$ cat src/rtl/alu_seq_if.sv
// alu_seq_if: operand/result valid-ready bus between operand fetch, alu_seq and writeback.
interface alu_seq_if #(parameter int REG_WIDTH = 32);
  logic                 in_valid;
  logic                 in_ready;
  logic [REG_WIDTH-1:0] in1;
  logic [REG_WIDTH-1:0] in2;
  logic [3:0]           alu_control;
  logic                 out_valid;
  logic                 out_ready;
  logic [REG_WIDTH-1:0] result;
  logic                 zero;
  logic                 sign;
  modport master (
    output in_valid, in1, in2, alu_control, out_ready,
    input  in_ready, out_valid, result, zero, sign
  );
  modport slave (
    input  in_valid, in1, in2, alu_control, out_ready,
    output in_ready, out_valid, result, zero, sign
  );
endinterface

$ cat src/rtl/alu_seq.sv
// alu_seq: registered handshaked ALU with shifts, flags and an iterative shift-add multiplier.
module alu_seq #(
  parameter int REG_WIDTH = 32
) (
  input  logic    clk,
  input  logic    reset_b,
  alu_seq_if.slave bus
);
  localparam int SH_W = $clog2(REG_WIDTH);
  localparam logic [0:0] IDLE = 1'b0, MUL = 1'b1;
  localparam logic [3:0] OP_MUL = 4'b1000;
  logic [0:0]           state;
  logic [REG_WIDTH-1:0] mcand, mplier, acc, acc_nxt, alu_res, r_nxt;
  logic [SH_W-1:0]      cnt, sh;
  logic                 slot_free, accept, last, load;
  assign sh           = bus.in2[SH_W-1:0];
  assign slot_free    = !bus.out_valid || bus.out_ready;
  assign bus.in_ready = (state == IDLE) && slot_free;
  assign accept       = bus.in_valid && bus.in_ready;
  assign last         = (state == MUL) && (cnt == SH_W'(REG_WIDTH - 1));
  assign acc_nxt      = acc + (mplier[0] ? mcand : '0);
  // the last multiply step is folded into the result load
  assign load         = (accept && bus.alu_control != OP_MUL) || (last && slot_free);
  assign r_nxt        = (state == MUL) ? acc_nxt : alu_res;
  always_comb begin
    alu_res = bus.in1 + bus.in2;
    case (bus.alu_control)
      4'b0000: alu_res = bus.in1 & bus.in2;
      4'b0001: alu_res = bus.in1 | bus.in2;
      4'b0011: alu_res = bus.in1 ^ bus.in2;
      4'b0110: alu_res = bus.in1 - bus.in2;
      4'b0100: alu_res = bus.in1 << sh;
      4'b0101: alu_res = bus.in1 >> sh;
      4'b0111: alu_res = REG_WIDTH'($signed(bus.in1) >>> sh);
      default: alu_res = bus.in1 + bus.in2;
    endcase
  end
  always_ff @(posedge clk or negedge reset_b) begin
    if (!reset_b) begin
      state         <= IDLE;
      bus.out_valid <= 1'b0;
      bus.result    <= '0;
      bus.zero      <= 1'b0;
      bus.sign      <= 1'b0;
      mcand         <= '0;
      mplier        <= '0;
      acc           <= '0;
      cnt           <= '0;
    end else begin
      if (load) begin
        bus.result    <= r_nxt;
        bus.zero      <= ~|r_nxt;
        bus.sign      <= r_nxt[REG_WIDTH-1];
        bus.out_valid <= 1'b1;
      end else if (bus.out_ready) begin
        bus.out_valid <= 1'b0;
      end
      if (accept && bus.alu_control == OP_MUL) begin
        mcand  <= bus.in1;
        mplier <= bus.in2;
        acc    <= '0;
        cnt    <= '0;
        state  <= MUL;
      end else if (state == MUL && !(last && !slot_free)) begin
        acc    <= acc_nxt;
        mcand  <= mcand << 1;
        mplier <= mplier >> 1;
        cnt    <= cnt + 1'b1;
        if (last) state <= IDLE;
      end
    end
  end
endmodule

$ cat src/flat_wrapper.sv
// flat-port wrapper written by rule: the top's interface ports become plain ports
module alu_seq_flat 
#(
  parameter int REG_WIDTH = 32
)
  (clk, reset_b, bus_in_valid, bus_in1, bus_in2, bus_alu_control, bus_out_ready, bus_in_ready, bus_out_valid, bus_result, bus_zero, bus_sign);
  alu_seq_if #(.REG_WIDTH(REG_WIDTH)) bus_i ();
  input  logic clk;
  input  logic reset_b;
  input wire logic [$bits(bus_i.in_valid)-1:0] bus_in_valid;
  input wire logic [$bits(bus_i.in1)-1:0] bus_in1;
  input wire logic [$bits(bus_i.in2)-1:0] bus_in2;
  input wire logic [$bits(bus_i.alu_control)-1:0] bus_alu_control;
  input wire logic [$bits(bus_i.out_ready)-1:0] bus_out_ready;
  output wire logic [$bits(bus_i.in_ready)-1:0] bus_in_ready;
  output wire logic [$bits(bus_i.out_valid)-1:0] bus_out_valid;
  output wire logic [$bits(bus_i.result)-1:0] bus_result;
  output wire logic [$bits(bus_i.zero)-1:0] bus_zero;
  output wire logic [$bits(bus_i.sign)-1:0] bus_sign;
  assign bus_i.in_valid = bus_in_valid;
  assign bus_i.in1 = bus_in1;
  assign bus_i.in2 = bus_in2;
  assign bus_i.alu_control = bus_alu_control;
  assign bus_i.out_ready = bus_out_ready;
  assign bus_in_ready = bus_i.in_ready;
  assign bus_out_valid = bus_i.out_valid;
  assign bus_result = bus_i.result;
  assign bus_zero = bus_i.zero;
  assign bus_sign = bus_i.sign;
  alu_seq #(.REG_WIDTH(REG_WIDTH)) u_core (.clk(clk), .reset_b(reset_b), .bus(bus_i));
endmodule
$ cat config.mk
export PLATFORM = sky130hd
export DESIGN_NAME = alu_seq_flat
export DESIGN_NICKNAME = d
export VERILOG_FILES = /design/src/rtl/alu_seq_if.sv /design/src/rtl/alu_seq.sv /design/src/flat_wrapper.sv
export SDC_FILE = /design/constraint.sdc
export NUM_CORES = 1
export LEC_CHECK = 0
export CORE_MARGIN = 1.5
export CORE_UTILIZATION = 50
export CTS_CLUSTER_SIZE = 40
export DETAILED_ROUTE_END_ITERATION = 8
export PLACE_DENSITY = 0.67
export SETUP_SLACK_MARGIN = 0.4
export SKIP_LAST_GASP = 1
export SLEW_MARGIN = 20
export SYNTH_ARGS = -nofsm -noshare
export SYNTH_HDL_FRONTEND = slang
export SYNTH_SLANG_ARGS = --single-unit
$ cat constraint.sdc
create_clock -name clk -period 3.9 [get_ports clk]
set_input_delay 0.78 -clock clk [delete_from_list [all_inputs] [get_ports clk]]
set_output_delay 0.78 -clock clk [all_outputs]
set_load 0.01 [all_outputs]
### After elaboration in Yosys (flattened, before gate mapping)

Index checks and enable logic that the tools add are counted.
W data, S select, Z words.

| cells by class | value |
|---|---|
| reductions and logical operators | 20 |
| equal/unequal tests | 9 |
| bitwise operators | 4 |
| muxes and demuxes | 16 |
| shift operators | 3 |
| $add $sub $neg | 4 |

Operators by type and width:

| operator | number |
|---|---|
| $mux W32 | 8 |
| $pmux W32 S7 | 1 |
| $add A32 B32 Y32 | 2 |
| $and A32 B32 Y32 | 1 |
| $or A32 B32 Y32 | 1 |
| $reduce_or A32 Y1 | 1 |
| $shl A32 B5 Y32 | 1 |
| $shr A32 B5 Y32 | 1 |
| $sshr A32 B5 Y32 | 1 |
| $sub A32 B32 Y32 | 1 |
| $xor A32 B32 Y32 | 1 |
| $eq A4 B3 Y1 const B | 4 |
| $mux W5 | 2 |
| $logic_and A1 B1 Y1 | 8 |
| $reduce_bool A2 Y1 | 3 |
| $add A5 B1 Y5 const B | 1 |
| $eq A5 B5 Y1 const B | 1 |
| $mux W1 | 5 |
| $eq A4 B1 Y1 const B | 1 |
| $eq A4 B2 Y1 const B | 1 |
| $eq A4 B4 Y1 const B | 1 |
| $logic_not A1 Y1 | 4 |
| $logic_not A4 Y1 | 1 |
| $ne A4 B4 Y1 const B | 1 |
| other kinds (3) | 4 |

| storage, ports and cells | value |
|---|---|
| input bits | 72 |
| output and inout bits | 36 |
| bits in registers | 137 |

### Depth between registers and ports, before layout

| logic depth | value |
|---|---|
| word-level depth | 8 |
| depth in mapped cells | 26 |
| depth with buffers taken out | 20 |

### Worst setup path after synthesis

Ideal clock, no wire load.

| path | value |
|---|---|
| path type | input port to flip-flop |
| start | in bus_in2[0] |
| end | reg u_core.bus.zero |
| arrival time | 5.331 ns |
| cell stages on the path | 24 |
| setup time | 0.121 ns |
| buffers on the path | 5 |
| slack | -1.551 ns |
| cells stage by stage | buf_6 buf_12 buf_6 buf_6 buf_2 inv_1 ha_1 nand2_1 nor2_1 nand4_1 or4_1 nand2_1 xnor2_1 ha_1 a21o_1 a2111oi_0 a211oi_1 o211ai_1 a21oi_1 or4b_2 a21oi_1 a2bb2oi_1 or4_1 o21ai_1 |

| on the way | value |
|---|---|
| cells in the longest elaborated chain, start to end | 5 |
| elaborated cells between the ends (all ways) | 12 |
| those cells by class | 2 x add/sub; 3 x shift; 2 x mux; 3 x bitwise; 2 x reduce/logical |

Ends and longest elaborated chain:

| item | line | RTL |
|---|---|---|
| start, declared | flat_wrapper.sv:12 | `input wire logic [$bits(bus_i.in2)-1:0] bus_in2;` |
| $add A32 B32 Y32 (tied with other cells) | -- |  |
| $pmux W32 S7 (*) | alu_seq.sv:27 | `case (bus.alu_control)` |
| $mux W32 (*) | alu_seq.sv:24 | `assign r_nxt = (state == MUL) ? acc_nxt : alu_res;` |
| $reduce_or A32 Y1 (*) | alu_seq.sv:52 | `bus.zero <= ~\|r_nxt;` |
| $logic_not A1 Y1 (*) | alu_seq.sv:52 |  |
| end signal, assigned | alu_seq.sv:52 |  |
| end, declared | alu_seq_if.sv:19 | `output in_ready, out_valid, result, zero, sign` |

Every way passes the cells marked *; elsewhere a longest branch is shown, timed or not.
A chain may end at the register's enable or synchronous reset.

### Final worst setup path

Ends and elaborated chain as after synthesis.

==> out/results.ini <==
[layout]
area_growth_pct = 44.9
seqCellArea_um2 = 3410
antenna_cells = 0
mostFrequentLayoutCell = buf_4
final_design_area_no_fill_um2 = 23400
nFillCells = 2414
multiInputGateArea_um2 = 12800
nNetsFinal = 2858
drive_gt1_share_pct = 34.5
final_cell_mix = 571 x buf_4, 297 x nand2_1, 151 x nor2_1
stdcell_count = 3069

[pwr]
power_frac_comb_pct = 61.7
p_leak_uw = 0.0110
power_frac_seq_pct = 23.1
vdd_drop_max_mv = 0.682
powerDensity_nw_per_um2 = 441
cellInternalPower_uw = 5640
pwr-share-clk_pct = 15.2
power_switching_uw = 4680
switching_share_pct = 45.3

[timing]
finClkSkew_ns = 0.0169
finalSetupViolCount = 11
setup_tns_ns = -4.56
hold_viol = 0
drv_slew = 0
relSlewSlack_pct = 23.7
period_share_pct = 118
fmax_ghz = 0.217
min_period_ns = 4.61
worstMarginPinSlew_ns = 1.13
grt_setup_unrepaired = true
setup_ws_ns = -0.710

[floorplanning]
core_um2 = 31600
die_w_um = 183
die_area_um2 = 33400
io_pins = 108
start_util_pct = 51.1
rows = 65
die_y_um = 183

[cts]
cts_root_buf = clkbuf_16
cts_tree = yes
clock_path_buffers = 2
path_clk_slew_ns = 0.07
cts_sinks = 136
cts_buffers = 17
htreeDepth = 4
clock_latency_ns = 0.46

[worst_setup_path]
end_kind = flip-flop
crit_type = input port to flip-flop
critPathCapture = u_core.bus.zero$_DFFE_PN0P_
startpoint_type = input port
worstPathRequired_ns = 4.28
rr_worst_depth = 16
timing.rr.start = u_core.mplier[0]$_DFFE_PN0P_
rrSetupSlack_ns = -0.39
startpoint = bus_in2[0]
worst-path-max-fanout = 5
crit_arrival_ns = 4.99
r2r-end = u_core.bus.zero$_DFFE_PN0P_

[placement]
dp_cells = 2987
hpwl_um = 60300
port_buffers = 107
place_congestion = 1.10
dpl-instance-area_um2 = 21600

[drt]
drt-initial-drc-count = 2678
drtAntennaViolNets = 0
dr.pass1.iters = 6
vias = 20245
wirelength_um = 79700
via_per_inst = 6.60
wl_per_cell_um = 26.0
drc = 0

[logic_synthesis]
yosysSeqAreaShare_pct = 21.1
synth_area_um2 = 16200
ys_warn_count = 0
syn_inst = 2078
synth.area.top_cells = dfrtp_1 21%, ha_1 10%, nand2_1 7.1%
async_flop_share_pct = 100
syn-num-nets = 2282
synth_ff_type = dfrtp_1
synth_area_per_cell_um2 = 7.77
ys_types = 84
synth_edf_count = 0
yosysTopAreaCell = dfrtp_1
synth_top_area_share_pct = 21.1
synth_seq_cells = 136

[min_path]
min_path_type = input port to async pin

[global_route]
grt_overflow_total = 0
grt_pass1_wl_um = 118000
grt_usage_pct = 47.1
grt_start_max_net_pins = 79
grt_pass1_vias = 19430
antenna_found_initial = 1

[run_status]
outcome = finished, violations left
violations = negative setup slack

[flow_run]
cap_violations = 0

## worst max-delay path, cell delays in order
cell      delay [ns]
buf_12          0.11
clkinv_8        0.04
ha_4            0.14
nand2_4         0.06
nor2_4          0.17
nand4_1         0.16
or4_4           0.60
nor3_4          0.22
a21oi_2         0.08
xnor2_1         0.13
ha_2            0.40
nand3_4         0.09
o32a_1          0.36
nand2_1         0.13
nor2_4          0.07
xor2_2          0.19
o211ai_1        0.14
a21boi_2        0.20
nand4_1         0.19
or4_4           0.58
o21ai_1         0.13
## logic make-up after synthesis
family,after synthesis,share of synthesized area [%]
and+or+nand+nor,738,21.0
AOI/OAI and AO/OA,611,25.1
buffers and inverters,248,6.46
muxes,138,12.0
DFF,136,21.1
adders and majority gates,132,10.3
xor gates and xnor gates,75,4.07
## what timing repair did
| item | 4_1_cts | 5_1_grt |
|---|---|---|
| setup buffers | 26 | 24 |
| pin swaps | 65 | 60 |
| hold buffers | 0 | 0 |
| gates resized for setup | 156 | 95 |
| endpoints found under the setup margin | 28 | 29 |
## power groups by stage
stage | clock network [uW] | registers [uW] | logic, uW
2_1_floorplan | 0 | 2310 | 2890
3_3_place_gp | 0 | 2330 | 5520
3_5_place_dp | 0 | 2370 | 5650
4_1_cts | 1590 | 2360 | 5940
5_1_grt | 1640 | 2430 | 6710
6_report | 1570 | 2380 | 6370
## how the worst min path moves through the flow
| stage | slack [ns] | endpoint | cells after the start | start |
|---|---|---|---|---|
| 2_1_floorplan | 0.45 | u_core.mplier[14]$_DFFE_PN0P_ | 2 | u_core.mplier[14]$_DFFE_PN0P_ |
| 4_1_cts | 0.37 | u_core.mplier[9]$_DFFE_PN0P_ | 1 | reset_b |
| 3_5_place_dp | 0.46 | u_core.mplier[9]$_DFFE_PN0P_ | 2 | u_core.mplier[9]$_DFFE_PN0P_ |
| 5_1_grt | 0.41 | u_core.mplier[9]$_DFFE_PN0P_ | 1 | reset_b |
| 3_3_place_gp | 0.46 | u_core.mplier[9]$_DFFE_PN0P_ | 2 | u_core.mplier[9]$_DFFE_PN0P_ |
| 6_report | 0.34 | u_core.mplier[7]$_DFFE_PN0P_ | 1 | reset_b |
## synth_stat cells, types with 32 or more instances
cell type / count
nand2_1: 307
mux2_2: 32
inv_1: 92
a31oi_1: 40
nor2_1: 162
a21oi_1: 128
o21ai_0: 137
xnor2_1: 56
nand3_1: 73
and2_1: 43
mux4_2: 40
dfrtp_1: 136
clkbuf_1: 93
a22oi_1: 50
mux2i_1: 64
ha_1: 130
a211oi_1: 42
## state kept, by name, summed over array words and instances, names as in the netlist, 5 cells and up
name	cells
u_core.mcand	32
u_core.bus.result	31
u_core.mplier	32
u_core.cnt	5
u_core.acc	32
## routing by layer
metal / GRT usage [%] / vias to the layer above / wire, um
li1: - / 8762 / -
met1: 59.7 / 9605 / 30100
met2: 72.8 / 1497 / 34600
met3: 10.3 / 379 / 9040
met4: 29.8 / 2 / 5950
met5: 0 / - / 12
## area by class of cell
cell class / count / area share (%)
Inverter: 95 / 1.59
Tap cell: 402 / 2.15
Multi-Input combinational cell: 1694 / 54.5
Clock inverter: 15 / 0.551
Timing Repair Buffer: 710 / 24.8
Clock buffer: 17 / 1.82
Sequential cell: 136 / 14.5
## metrics by stage
| stage | hold slack, ns | power (uW) | worst slack (ns) | util, % |
|---|---|---|---|---|
| after floorplan | 0.446 | 5200 | -1.27 | - |
| after global placement | 0.458 | 7850 | -1.33 | 68.2 |
| after detailed placement | 0.463 | 8020 | -1.45 | 68.2 |
| after CTS | 0.365 | 9890 | -0.591 | 72.2 |
| after global routing | 0.408 | 10800 | -0.812 | 74.0 |
| final | 0.338 | 10300 | -0.710 | 74.0 |
Note: power is estimated with default switching activity, not from simulation.
==> variant (same flow settings) <==
Reset style: synchronous (`reset_b`), changed in one clocked block.
--- a/src/rtl/alu_seq.sv
+++ b/src/rtl/alu_seq.sv
@@ -35,7 +35,7 @@
       default: alu_res = bus.in1 + bus.in2;
     endcase
   end
-  always_ff @(posedge clk or negedge reset_b) begin
+  always_ff @(posedge clk) begin
     if (!reset_b) begin
       state         <= IDLE;
       bus.out_valid <= 1'b0;
Check against the original RTL: differs if reset_b is asserted again (counterexample within 4 cycles, from zero or initial values and one cycle with reset_b low); with reset_b held inactive, the same outputs for 10 cycles.
==> variant against the unedited design <==
  * The flow still finishes with violations (setup timing)
  * Final cell count grew 0.75%
  * Routed wire length increased by 0.20%
  * Clock skew fell by 7.1 ps
  * Setup slack gained 380 ps
  * Synthesized area down 0.30%
  * Design area shrank 0.88%
  * Global-route usage rose by 0.49 points
  * Hold slack better by 120 ps
  * Synthesized cell count rose by 4.5%
  * Sequential cell count stayed put
Power is not compared: it rests on default switching activity, and its combinational part moved more than twofold at a synthesized area within 25%.
==> variant: results (changes against the unedited design) <==
Worst Skew 9.82 ps (-7.07 ps); register area share after synthesis 16.9% (-4.2 points); largest net degree at the start of global routing 92 (+16%); routed wl met3 8540 um (-5.5%); Max stage delay on crit path 560 ps (-40 ps); worst min-delay path class reg2reg; Placed Cells 3012 (+0.84%); Post-Syn Nets 2375 (+4.1%); diode count 0 (unchanged); WHS Path Cells 2; DRT iter0 DRCs 2571 (-4.0%); Min Hold Slack 458 ps (+119 ps); Fin Setup TNS -2430 ps (+2130 ps); M1 GR Usage 57.3% (-2.3 points); Synth cell types 91 (+8.3%); final cell count without fillers 3092 (+0.75%); pre-CTS setup slack -1470 ps (-13.6 ps); delay-heaviest family, CP compound AO/OA/AOI/OAI gates; status complete, but fails checks; Final WS setup -334 ps (+377 ps); Arr. time, crit path 4640 ps (-350 ps); Skew-Pair Late Insertion Delay 470 ps; layout cells sized above 1 32.3% (-2.2 points); most common library cells after synthesis nand2_1 (305), a21oi_1 (204), nor2_1 (203); Hold EP u_core.mplier[11]; GRT met3 Usage 12.5% (+2.2 points); worst flop-to-flop path endpoint u_core.bus.zero; met2 Usage GRT 74.3% (+1.5 points); port bufs 107 (unchanged); routability congestion estimate 1.09 (-0.79%); CTS max path bufs 2 (unchanged); ranking of synthesized cells by area dfxtp_1 (17%), ha_1 (10%), mux4_2 (7.1%), nand2_1 (7.1%), a21oi_1 (6.3%); failing checks setup timing; Final setup viols 15 (+4); maximum net fanout on the critical path 4 (-1); Post-synth top flop dfxtp_1; First-pass DRT Iterations 7 (+1); hpwl dp 60200 um (-0.16%); Max Used Layer met4; Metal-1 WL 30000 um (-0.27%); post-DR wirelength/cell 25.8 um (-0.54%); Leakage 0.00990 uW; Worst R2R Setup Slack 240 ps (+630 ps); gr usage total 47.6% (+0.49 points); Antenna Violating Nets Remaining 0 (unchanged); first-pass GRT wire length 119000 um (+1.2%); Root Driver clkbuf_16; met2 WL 34800 um (+0.60%); Area after DPL 21100 um2 (-2.2%); vias in the first global route 20100 (+3.2%); Vias/cell 6.63 (+0.50%); nets@finish 2881 (+0.80%); asr flop ratio synth 0% (-100 points); Slowest-stage cell, CP or4_4; Mapped Cells 2171 (+4.5%); relative slew slack 20.4% (-3.3 points); RR Startpoint u_core.mplier[0]
variant: cell count changes after synthesis, moves of 16 or more:
cell / unedited run / this run
dfrtp_1: 136 / 0
dfxtp_1: 0 / 136
a21oi_1: 128 / 204
o21ai_0: 137 / 84
nor2_1: 162 / 203
a311oi_1: 7 / 39
nand3_1: 73 / 41
a31oi_1: 40 / 15
clkbuf_1: 93 / 113
mux2_2: 32 / 13
or3_1: 8 / 24
variant: logic make-up (layout without fill, tap and decap cells):
group / after synthesis / count (layout) / synth area share [%]
simple gates: 804 / 804 / 23.3
buf+inv: 256 / 775 / 6.61
flops: 136 / 136 / 16.9
fa+ha+maj: 132 / 132 / 10.4
xor+xnor: 71 / 71 / 3.95
mux: 123 / 123 / 11.9
compound gates: 649 / 649 / 27.0
variant: power by group:
part           internal, uW  total [uW]  switching (uW)
Clock                   924        1730             810
Combinational          1350        2880            1520
Sequential             1440        1470            34.1
Total                  3710        6080            2370
variant: worst max-delay path by stage:
stage	slack, ps	start	endpoint
2_1_floorplan	-470	bus_in2[0]	u_core.bus.result[29]
3_3_place_gp	-1300	bus_in2[7]	u_core.bus.zero
3_5_place_dp	-1470	bus_in2[2]	u_core.bus.zero
4_1_cts	-210	bus_in2[5]	u_core.bus.result[30]
5_1_grt	-470	bus_in2[5]	u_core.bus.zero
6_report	-330	bus_in2[5]	u_core.bus.zero
variant: what timing repair did:
item	4_1_cts	5_1_grt
hold endpoints to repair	0	0
gates cloned	2	0
resized for setup	220	50
setup endpoints to repair	32	37
pin swaps	99	33
buffers inserted	33	13
variant: area by class of cell:
class	count	area [um2]
well taps	402	503
fillers	2427	8440
multi-input cells	1779	13500
clock buffers	18	439
repair buffers	657	5500
clock inverters	14	156
inverters	86	328
flip-flops and latches	136	2730
